[src/rtl/axi4_lite_slave_responder_pkg.sv]
// Shared bus widths, response encodings and FSM state constants for the
// AXI4-Lite register-file responder.
package axi4_lite_slave_responder_pkg;

    localparam int AXI_ADDRESS_WIDTH = 32;
    localparam int AXI_DATA_WIDTH    = 32;
    localparam int AXI_DELAY_WIDTH   = 5;

    typedef enum logic [1:0] {
        BRESP_OKAY   = 2'b00,
        BRESP_EXOKAY = 2'b01,
        BRESP_SLVERR = 2'b10,
        BRESP_DECERR = 2'b11
    } bresp_enum;

    typedef enum logic [1:0] {
        RRESP_OKAY   = 2'b00,
        RRESP_EXOKAY = 2'b01,
        RRESP_SLVERR = 2'b10,
        RRESP_DECERR = 2'b11
    } rresp_enum;

    typedef enum logic [1:0] {
        DEC_OKAY   = 2'b00,
        DEC_SLVERR = 2'b10,
        DEC_DECERR = 2'b11
    } dec_result_t;

    typedef logic [0:0] write_fsm_state_t;
    typedef logic [0:0] read_fsm_state_t;

    localparam write_fsm_state_t W_COLLECT = 1'b0;
    localparam write_fsm_state_t W_RESP    = 1'b1;
    localparam read_fsm_state_t  R_IDLE    = 1'b0;
    localparam read_fsm_state_t  R_RESP    = 1'b1;

    function automatic bresp_enum to_bresp(input dec_result_t dec);
        case (dec)
            DEC_SLVERR: return BRESP_SLVERR;
            DEC_DECERR: return BRESP_DECERR;
            default:    return BRESP_OKAY;
        endcase
    endfunction

    function automatic rresp_enum to_rresp(input dec_result_t dec);
        case (dec)
            DEC_SLVERR: return RRESP_SLVERR;
            DEC_DECERR: return RRESP_DECERR;
            default:    return RRESP_OKAY;
        endcase
    endfunction

endpackage

[src/rtl/axi4_lite_ready_delay.sv]
// Per-channel ready generator: ready rises once valid has waited cfg cycles,
// and is suppressed while the channel's beat is already held.
module axi4_lite_ready_delay
    import axi4_lite_slave_responder_pkg::*;
#(
    parameter int DELAY_WIDTH = AXI_DELAY_WIDTH
) (
    input  logic                   clk,
    input  logic                   reset,
    input  logic                   valid,
    input  logic                   held,
    input  logic [DELAY_WIDTH-1:0] cfg,
    output logic                   ready
);

    logic [DELAY_WIDTH-1:0] cnt;

    // Ready is independent of valid, so a zero delay accepts on the first valid cycle.
    assign ready = !reset && !held && (cnt >= cfg);

    always_ff @(posedge clk) begin
        if (reset) begin
            cnt <= '0;
        end else if (valid && ready) begin
            cnt <= '0;
        end else if (valid && (cnt != '1)) begin
            cnt <= cnt + DELAY_WIDTH'(1);
        end
    end

endmodule

[src/rtl/axi4_lite_slave_responder.sv]
// AXI4-Lite slave backed by a word-addressed register file, with independent
// write/read channels and programmable per-channel ready delays.
module axi4_lite_slave_responder
    import axi4_lite_slave_responder_pkg::*;
#(
    parameter int                         ADDRESS_WIDTH = AXI_ADDRESS_WIDTH,
    parameter int                         DATA_WIDTH    = AXI_DATA_WIDTH,
    parameter int                         DELAY_WIDTH   = AXI_DELAY_WIDTH,
    parameter int                         NUM_REGS      = 16,
    parameter logic [ADDRESS_WIDTH-1:0]   BASE_ADDR     = '0
) (
    input  logic                       aclk,
    input  logic                       areset,
    input  logic [ADDRESS_WIDTH-1:0]   awaddr,
    input  logic [2:0]                 awprot,
    input  logic                       awvalid,
    output logic                       awready,
    input  logic [DATA_WIDTH-1:0]      wdata,
    input  logic [DATA_WIDTH/8-1:0]    wstrb,
    input  logic                       wvalid,
    output logic                       wready,
    output logic [1:0]                 bresp,
    output logic                       bvalid,
    input  logic                       bready,
    input  logic [ADDRESS_WIDTH-1:0]   araddr,
    input  logic [2:0]                 arprot,
    input  logic                       arvalid,
    output logic                       arready,
    output logic [DATA_WIDTH-1:0]      rdata,
    output logic [1:0]                 rresp,
    output logic                       rvalid,
    input  logic                       rready,
    input  logic [DELAY_WIDTH-1:0]     cfg_awready_delay,
    input  logic [DELAY_WIDTH-1:0]     cfg_wready_delay,
    input  logic [DELAY_WIDTH-1:0]     cfg_arready_delay
);

    localparam int STRB_W = DATA_WIDTH / 8;
    localparam int IDX_W  = (NUM_REGS > 1) ? $clog2(NUM_REGS) : 1;

    function automatic dec_result_t decode(input logic [ADDRESS_WIDTH-1:0] addr);
        logic [ADDRESS_WIDTH-1:0] offset;
        offset = addr - BASE_ADDR;
        if ((addr < BASE_ADDR) || ((offset >> 2) >= ADDRESS_WIDTH'(NUM_REGS))) begin
            return DEC_DECERR;
        end else if (offset[1:0] != 2'b00) begin
            return DEC_SLVERR;
        end
        return DEC_OKAY;
    endfunction

    function automatic logic [IDX_W-1:0] reg_index(input logic [ADDRESS_WIDTH-1:0] addr);
        return IDX_W'((addr - BASE_ADDR) >> 2);
    endfunction

    logic [DATA_WIDTH-1:0]    regs [NUM_REGS];

    write_fsm_state_t         w_state;
    read_fsm_state_t          r_state;
    logic                     aw_held;
    logic                     w_held;
    logic [ADDRESS_WIDTH-1:0] aw_addr_q;
    logic [DATA_WIDTH-1:0]    wdata_q;
    logic [STRB_W-1:0]        wstrb_q;

    logic                     aw_hs;
    logic                     w_hs;
    logic                     ar_hs;
    logic                     commit;
    logic [ADDRESS_WIDTH-1:0] addr_eff;
    logic [DATA_WIDTH-1:0]    wdata_eff;
    logic [STRB_W-1:0]        wstrb_eff;
    dec_result_t              wr_dec;
    dec_result_t              rd_dec;
    logic [IDX_W-1:0]         wr_idx;
    logic [IDX_W-1:0]         rd_idx;
    logic                     unused_prot;

    assign unused_prot = ^{awprot, arprot};

    axi4_lite_ready_delay #(.DELAY_WIDTH(DELAY_WIDTH)) u_aw_delay (
        .clk(aclk), .reset(areset), .valid(awvalid), .held(aw_held),
        .cfg(cfg_awready_delay), .ready(awready)
    );

    axi4_lite_ready_delay #(.DELAY_WIDTH(DELAY_WIDTH)) u_w_delay (
        .clk(aclk), .reset(areset), .valid(wvalid), .held(w_held),
        .cfg(cfg_wready_delay), .ready(wready)
    );

    axi4_lite_ready_delay #(.DELAY_WIDTH(DELAY_WIDTH)) u_ar_delay (
        .clk(aclk), .reset(areset), .valid(arvalid), .held(r_state == R_RESP),
        .cfg(cfg_arready_delay), .ready(arready)
    );

    assign aw_hs = awvalid && awready;
    assign w_hs  = wvalid && wready;
    assign ar_hs = arvalid && arready;

    // A beat arriving on this edge counts as held, giving one-cycle AW/W-to-B latency.
    assign addr_eff  = aw_held ? aw_addr_q : awaddr;
    assign wdata_eff = w_held ? wdata_q : wdata;
    assign wstrb_eff = w_held ? wstrb_q : wstrb;
    assign commit    = (w_state == W_COLLECT) && (aw_held || aw_hs) && (w_held || w_hs);

    assign wr_dec = decode(addr_eff);
    assign wr_idx = reg_index(addr_eff);
    assign rd_dec = decode(araddr);
    assign rd_idx = reg_index(araddr);

    always_ff @(posedge aclk) begin
        if (areset) begin
            w_state   <= W_COLLECT;
            aw_held   <= 1'b0;
            w_held    <= 1'b0;
            aw_addr_q <= '0;
            wdata_q   <= '0;
            wstrb_q   <= '0;
            bvalid    <= 1'b0;
            bresp     <= BRESP_OKAY;
        end else begin
            case (w_state)
                W_COLLECT: begin
                    if (aw_hs) begin
                        aw_held   <= 1'b1;
                        aw_addr_q <= awaddr;
                    end
                    if (w_hs) begin
                        w_held  <= 1'b1;
                        wdata_q <= wdata;
                        wstrb_q <= wstrb;
                    end
                    if (commit) begin
                        bvalid  <= 1'b1;
                        bresp   <= to_bresp(wr_dec);
                        w_state <= W_RESP;
                    end
                end
                default: begin
                    if (bready) begin
                        bvalid  <= 1'b0;
                        aw_held <= 1'b0;
                        w_held  <= 1'b0;
                        w_state <= W_COLLECT;
                    end
                end
            endcase
        end
    end

    always_ff @(posedge aclk) begin
        if (areset) begin
            for (int i = 0; i < NUM_REGS; i++) begin
                regs[i] <= '0;
            end
        end else if (commit && (wr_dec == DEC_OKAY)) begin
            for (int b = 0; b < STRB_W; b++) begin
                if (wstrb_eff[b]) begin
                    regs[wr_idx][8*b +: 8] <= wdata_eff[8*b +: 8];
                end
            end
        end
    end

    // Reads sample the array before any same-edge write lands, so they see the old value.
    always_ff @(posedge aclk) begin
        if (areset) begin
            r_state <= R_IDLE;
            rvalid  <= 1'b0;
            rresp   <= RRESP_OKAY;
            rdata   <= '0;
        end else begin
            case (r_state)
                R_IDLE: begin
                    if (ar_hs) begin
                        rvalid  <= 1'b1;
                        rresp   <= to_rresp(rd_dec);
                        rdata   <= (rd_dec == DEC_OKAY) ? regs[rd_idx] : '0;
                        r_state <= R_RESP;
                    end
                end
                default: begin
                    if (rready) begin
                        rvalid  <= 1'b0;
                        r_state <= R_IDLE;
                    end
                end
            endcase
        end
    end

endmodule

[config.mk]
export PLATFORM = sky130hd
export DESIGN_NAME = axi4_lite_slave_responder
export DESIGN_NICKNAME = d
export VERILOG_FILES = /design/src/rtl/axi4_lite_slave_responder_pkg.sv /design/src/rtl/axi4_lite_ready_delay.sv /design/src/rtl/axi4_lite_slave_responder.sv
export SDC_FILE = /design/constraint.sdc
export NUM_CORES = 1
export LEC_CHECK = 0
export BUFFER_PORTS_ARGS = -buffer_cell sky130_fd_sc_hd__buf_4
export CAP_MARGIN = 20
export CORE_MARGIN = 4
export CORE_UTILIZATION = 55
export DETAILED_ROUTE_END_ITERATION = 10
export GPL_TIMING_DRIVEN = 1
export PLACE_DENSITY = 0.73
export SYNTH_ARGS = -nofsm -noshare
export SYNTH_HDL_FRONTEND = slang
export SYNTH_SLANG_ARGS = --single-unit
export TNS_END_PERCENT = 10
[constraint.sdc]
create_clock -name aclk -period 3.53 [get_ports aclk]
set_input_delay 0.1765 -clock aclk [delete_from_list [all_inputs] [get_ports aclk]]
set_output_delay 0.1765 -clock aclk [all_outputs]
set_load 0.02 [all_outputs]
Yosys cells after proc, flatten, opt, wreduce, memory -nomap -nowiden. Memories as Yosys holds them, arrays and structs flattened. Index checks and enable logic that the tools add are counted.

Add/subtract/negate cells: 3. $mul: 0. Bitwise logic cells: 2. Mux-type cells: 53. Shift-type cells: 0. Div/mod/pow operators: 0. Eq/ne operators: 9. Reduce and logical (&&, ||, !) cells: 43. Magnitude comparators: 7.

Operators with widths (number): $mux W32 (4); $lt A32 B1 Y1 const B (2); $ge A30 B5 Y1 const B (2); $mux W1 (38); $reduce_or A32 Y1 (1); $reduce_and A2 Y1 (8); $add A5 B1 Y5 const B (3); $ge A5 B5 Y1 (3); $logic_and A1 B1 Y1 (15); $ne A5 B5 Y1 const B (3); $mux W2 (6); $mux W4 (3); $reduce_bool A2 Y1 (6); $eq A2 B2 Y1 const B (4); $pmux W2 S2 (2); $reduce_or A2 Y1 (3); $logic_not A1 Y1 (4); $logic_not A2 Y1 (2); $logic_or A1 B1 Y1 (4); $ne A2 B2 Y1 const B (2); $not A1 Y1 (2).

ROM bits: 0. Output and inout port bits: 41. Memories: 1. Latch bits: 0. Bits in writable memories: 512. Register bits: 125.

Memory list: regs (depth 16, bits a word 32, read ports 1, clocked after Yosys merged registers in 0, wr ports 16, RTL line axi4_lite_slave_responder.sv:56) `logic [DATA_WIDTH-1:0] regs [NUM_REGS];`.

Longest topological paths before layout.
Depth after elaboration: 13. Mapped depth: 9. Mapped depth without buffers: 7.

By module. From an unflattened synthesis, not the netlist that was laid out.

Cell total of the unflattened synthesis: 2377. Area total of the unflattened synthesis: 28499.8 sq um.

Modules (own cells, without submodules): axi4_lite_slave_responder (area each 27388.8 sq um, instances 1, cells each 2248); axi4_lite_ready_delay (area each 370.4 sq um, instances 3, cells each 43).

Worst setup path before layout. OpenSTA, ideal clock, no wires.

Path kind: register -> register. Start: register u_aw_delay.cnt[0]. End: memory regs[3][13] (netlist name) (data pin). Arrival time: 2.174 ns. Buffers on the path: 2. Cell stages (with the launch flop): 10. Slack: 1.078 ns. Required time: 3.252 ns. Path through: dfxtp_1 -> inv_1 -> ha_1 -> nor2b_1 -> o21ai_0 -> a31o_2 -> a21oi_1 -> clkbuf_1 -> clkbuf_1 -> nor4_1.

RTL lines: start, declared (RTL line axi4_lite_ready_delay.sv:16) `logic [DELAY_WIDTH-1:0] cnt;`; start signal, assigned (RTL line axi4_lite_ready_delay.sv:27) `cnt <= cnt + DELAY_WIDTH'(1);`; end, declared (RTL line axi4_lite_slave_responder.sv:56).

==> results.yml <==
outcome:
  outcome: "complete, no violations"
drt:
  remaining_drc_errors: 0
  drtIter0Drc: 2983
  vias: 22500
  ant_nets: 0
  wl_um: 88900
  viasPerCell: 7.18
  wl_per_cell_um: 28.4
  dr.pass1.iters: 5
die:
  die_h_um: 243
  die_area_um2: 59100
  fp.dieW_um: 243
  num_rows: 85
  start_util_pct: 56.1
  fp.coreArea_um2: 54200
  io_pins: 169
clock_network:
  cts_sinks: 637
  cts_inserted_buffers: 68
  cts_root_buffer: "clkbuf_16"
  path_clk_slew_ps: 60
  cts_buffer_depth: 3
  htreeDepth: 3
  post_cts_resized: 0
  insertion_delay_ps: 610
  tritoncts: "built"
timing:
  finalCritPeriodShare_pct: 87.7
  slew-limit-headroom_pct: 25.1
  clock.fmax_mhz: 323
  slew_viol_final: 0
  rsz0062_at_grt: "false"
  setup_violations: 0
  layout_setup_ws_ps: 433
  skew_ps: 20.7
  fin_crit_ps: 3100
  finalHoldViolCount: 0
  tightest_slew_ps: 1120
  tns_ps: 0
critical_path:
  cp_num_buf_inv: 2
  crit_required_ps: 3780
  crit_arrival_ps: 3340
  slowest_delay_ps: 610
  cp_cell_sequence: "inv_1 -> ha_1 -> nor2b_1 -> o21ai_0 -> o2bb2ai_1 -> o211a_2 -> buf_12 -> a41o_1"
  crit_path_start_kind: "flop"
  end_kind: "flop"
  cp_slowest_cell: "a41o_1"
  crit_type: "flop to flop"
  cp_top_family: "compound AO/OA/AOI/OAI gates"
  cp_max_fo: 66
placed_design:
  dp.final_hpwl_um: 53300
  gp_congestion: 0.862
  placed_area_um2: 32200
  place_ws_ps: 494
  port_buffers: 162
global_route:
  antenna_found_initial: 3
  grt_pass1_wl_um: 134000
  track_usage_pct: 29.5
  overflow: 0
  grt_pass1_vias: 22300
  grt_max_degree: 136
logic_synthesis:
  ys.flop_type: "edfxtp_1"
  syn_area_per_cell_um2: 13.3
  ys.warnings.count: 0
  syn-cell-area_um2: 30400
  ys_ff_latch: 637
  seq_area_frac_synth_pct: 58.8
  synthDistinctLibCells: 58
  syn_inst: 2287
  syn_nets: 2436
  synth_edf_count: 512
  synth.largest_area_cell: "edfxtp_1"
  async_reset_ff_share_pct: 0
  synth_area_leaders: "edfxtp_1 51%, mux4_2 9.5%, nor4_1 9.5%, dfxtp_1 8.2%, nor4_2 2.9%"
  synth.top_cell.area_share_pct: 50.5
flow_run:
  drv_cap: 0
pwr:
  p_leak_nw: 11.6
  ir_worst_vdd_uv: 342
  power_density_nw_per_um2: 475
  p_total_mw: 16.8
finish:
  multi_input_area_um2: 11200
  seq_area_um2: 17900
  layout.nets: 2528
  nFillCells: 3871
  final_cell_area_um2: 35300
  drive_gt1_share_pct: 25.0
  layout_common_cells: "512 x edfxtp_1, 460 x nor4_1, 236 x buf_4, 128 x mux4_2, 124 x dfxtp_1"
  synthToLayoutAreaGrowth_pct: 15.9
  final_common_cell: "edfxtp_1"
worst_hold_path:
  hp-class: "input port to flop"
area by class of cell:
type | instances | area share, %
Antenna cell | 4 | 0.0284
Clock buffer | 91 | 5.35
Clock inverter | 31 | 0.795
Inverter | 18 | 0.192
Multi-Input combinational cell | 1312 | 31.8
Sequential cell | 637 | 50.7
Tap cell | 696 | 2.47
Timing Repair Buffer | 342 | 8.68
metrics by stage:
stage / util [%] / hold WS [ps] / cells
final: 65.0 / 107 / 3131
after global routing: 65.0 / 132 / 3129
after CTS: 64.9 / 72.6 / 3125
after detailed placement: 59.4 / 375 / 2920
after global placement: 59.4 / 372 / 2920
after floorplan: - / 278 / 2287
path summary, 6_finish.rpt:
path / start / to / slack [ps] / depth (start not counted)
max: u_aw_delay.cnt[0] / regs[15][14] / 430 / 8
min: araddr[26] / rresp[0] / 110 / 5
max reg2reg: u_aw_delay.cnt[0] / regs[15][14] / 430 / 8
min reg2reg: rdata[17] / rdata[17] / 460 / 1
metal layers:
| layer | global-route usage [%] | share of wire (%) |
|---|---|---|
| met5 | 0 | 0 |
| met4 | 13.3 | 4.6 |
| met3 | 6.52 | 10 |
| met2 | 47.0 | 48 |
| met1 | 39.0 | 37 |
tightest hold or removal path, delay by kind of cell:
kind	cells	cell delay, ps
AOI/OAI and AO/OA	1	240
and+or+nand+nor	3	180
buffers and inverters	1	80
cell families after synthesis:
logic type / synth area share [%]
flip-flops: 58.8
AO/OA/AOI/OAI: 8.55
buffers and inverters: 4.60
adder cells (fa/ha/maj): 0.864
AND/OR/NAND/NOR: 16.0
XOR/XNOR: 0.259
multiplexers: 11.0
Yosys cell counts, types with 18 or more instances:
cell       count
edfxtp_1     512
nor4_1       460
clkbuf_1     183
mux4_2       128
dfxtp_1      125
buf_2         95
a21oi_1       82
o21ai_0       73
nand3_1       71
nor4_2        70
a41o_1        64
nand2_1       61
nor2_1        42
buf_1         39
a22o_1        34
o2bb2ai_1     33
a221oi_1      32
mux2_2        32
ha_1          21
inv_1         18
sequential cells by signal, indices dropped and copies added, names as in the netlist, 4 cells and up:
name / count
wstrb_q: 4
aw_addr_q: 32
rdata: 32
u_aw_delay.cnt: 5
wdata_q: 32
u_ar_delay.cnt: 5
regs: 512
u_w_delay.cnt: 5
what timing repair did:
action / CTS / global route
hold buffers: 83 / 0
hold endpoints to repair: 88 / 0
setup buffers: 0 / 0
power breakdown:
| group | switching [mW] | internal [mW] | total (mW) |
|---|---|---|---|
| combinational | 0.839 | 0.534 | 1.37 |
| sequential | 0.0702 | 8.30 | 8.37 |
| clock | 2.96 | 4.07 | 7.02 |
Power figures use the tool's default switching activity.
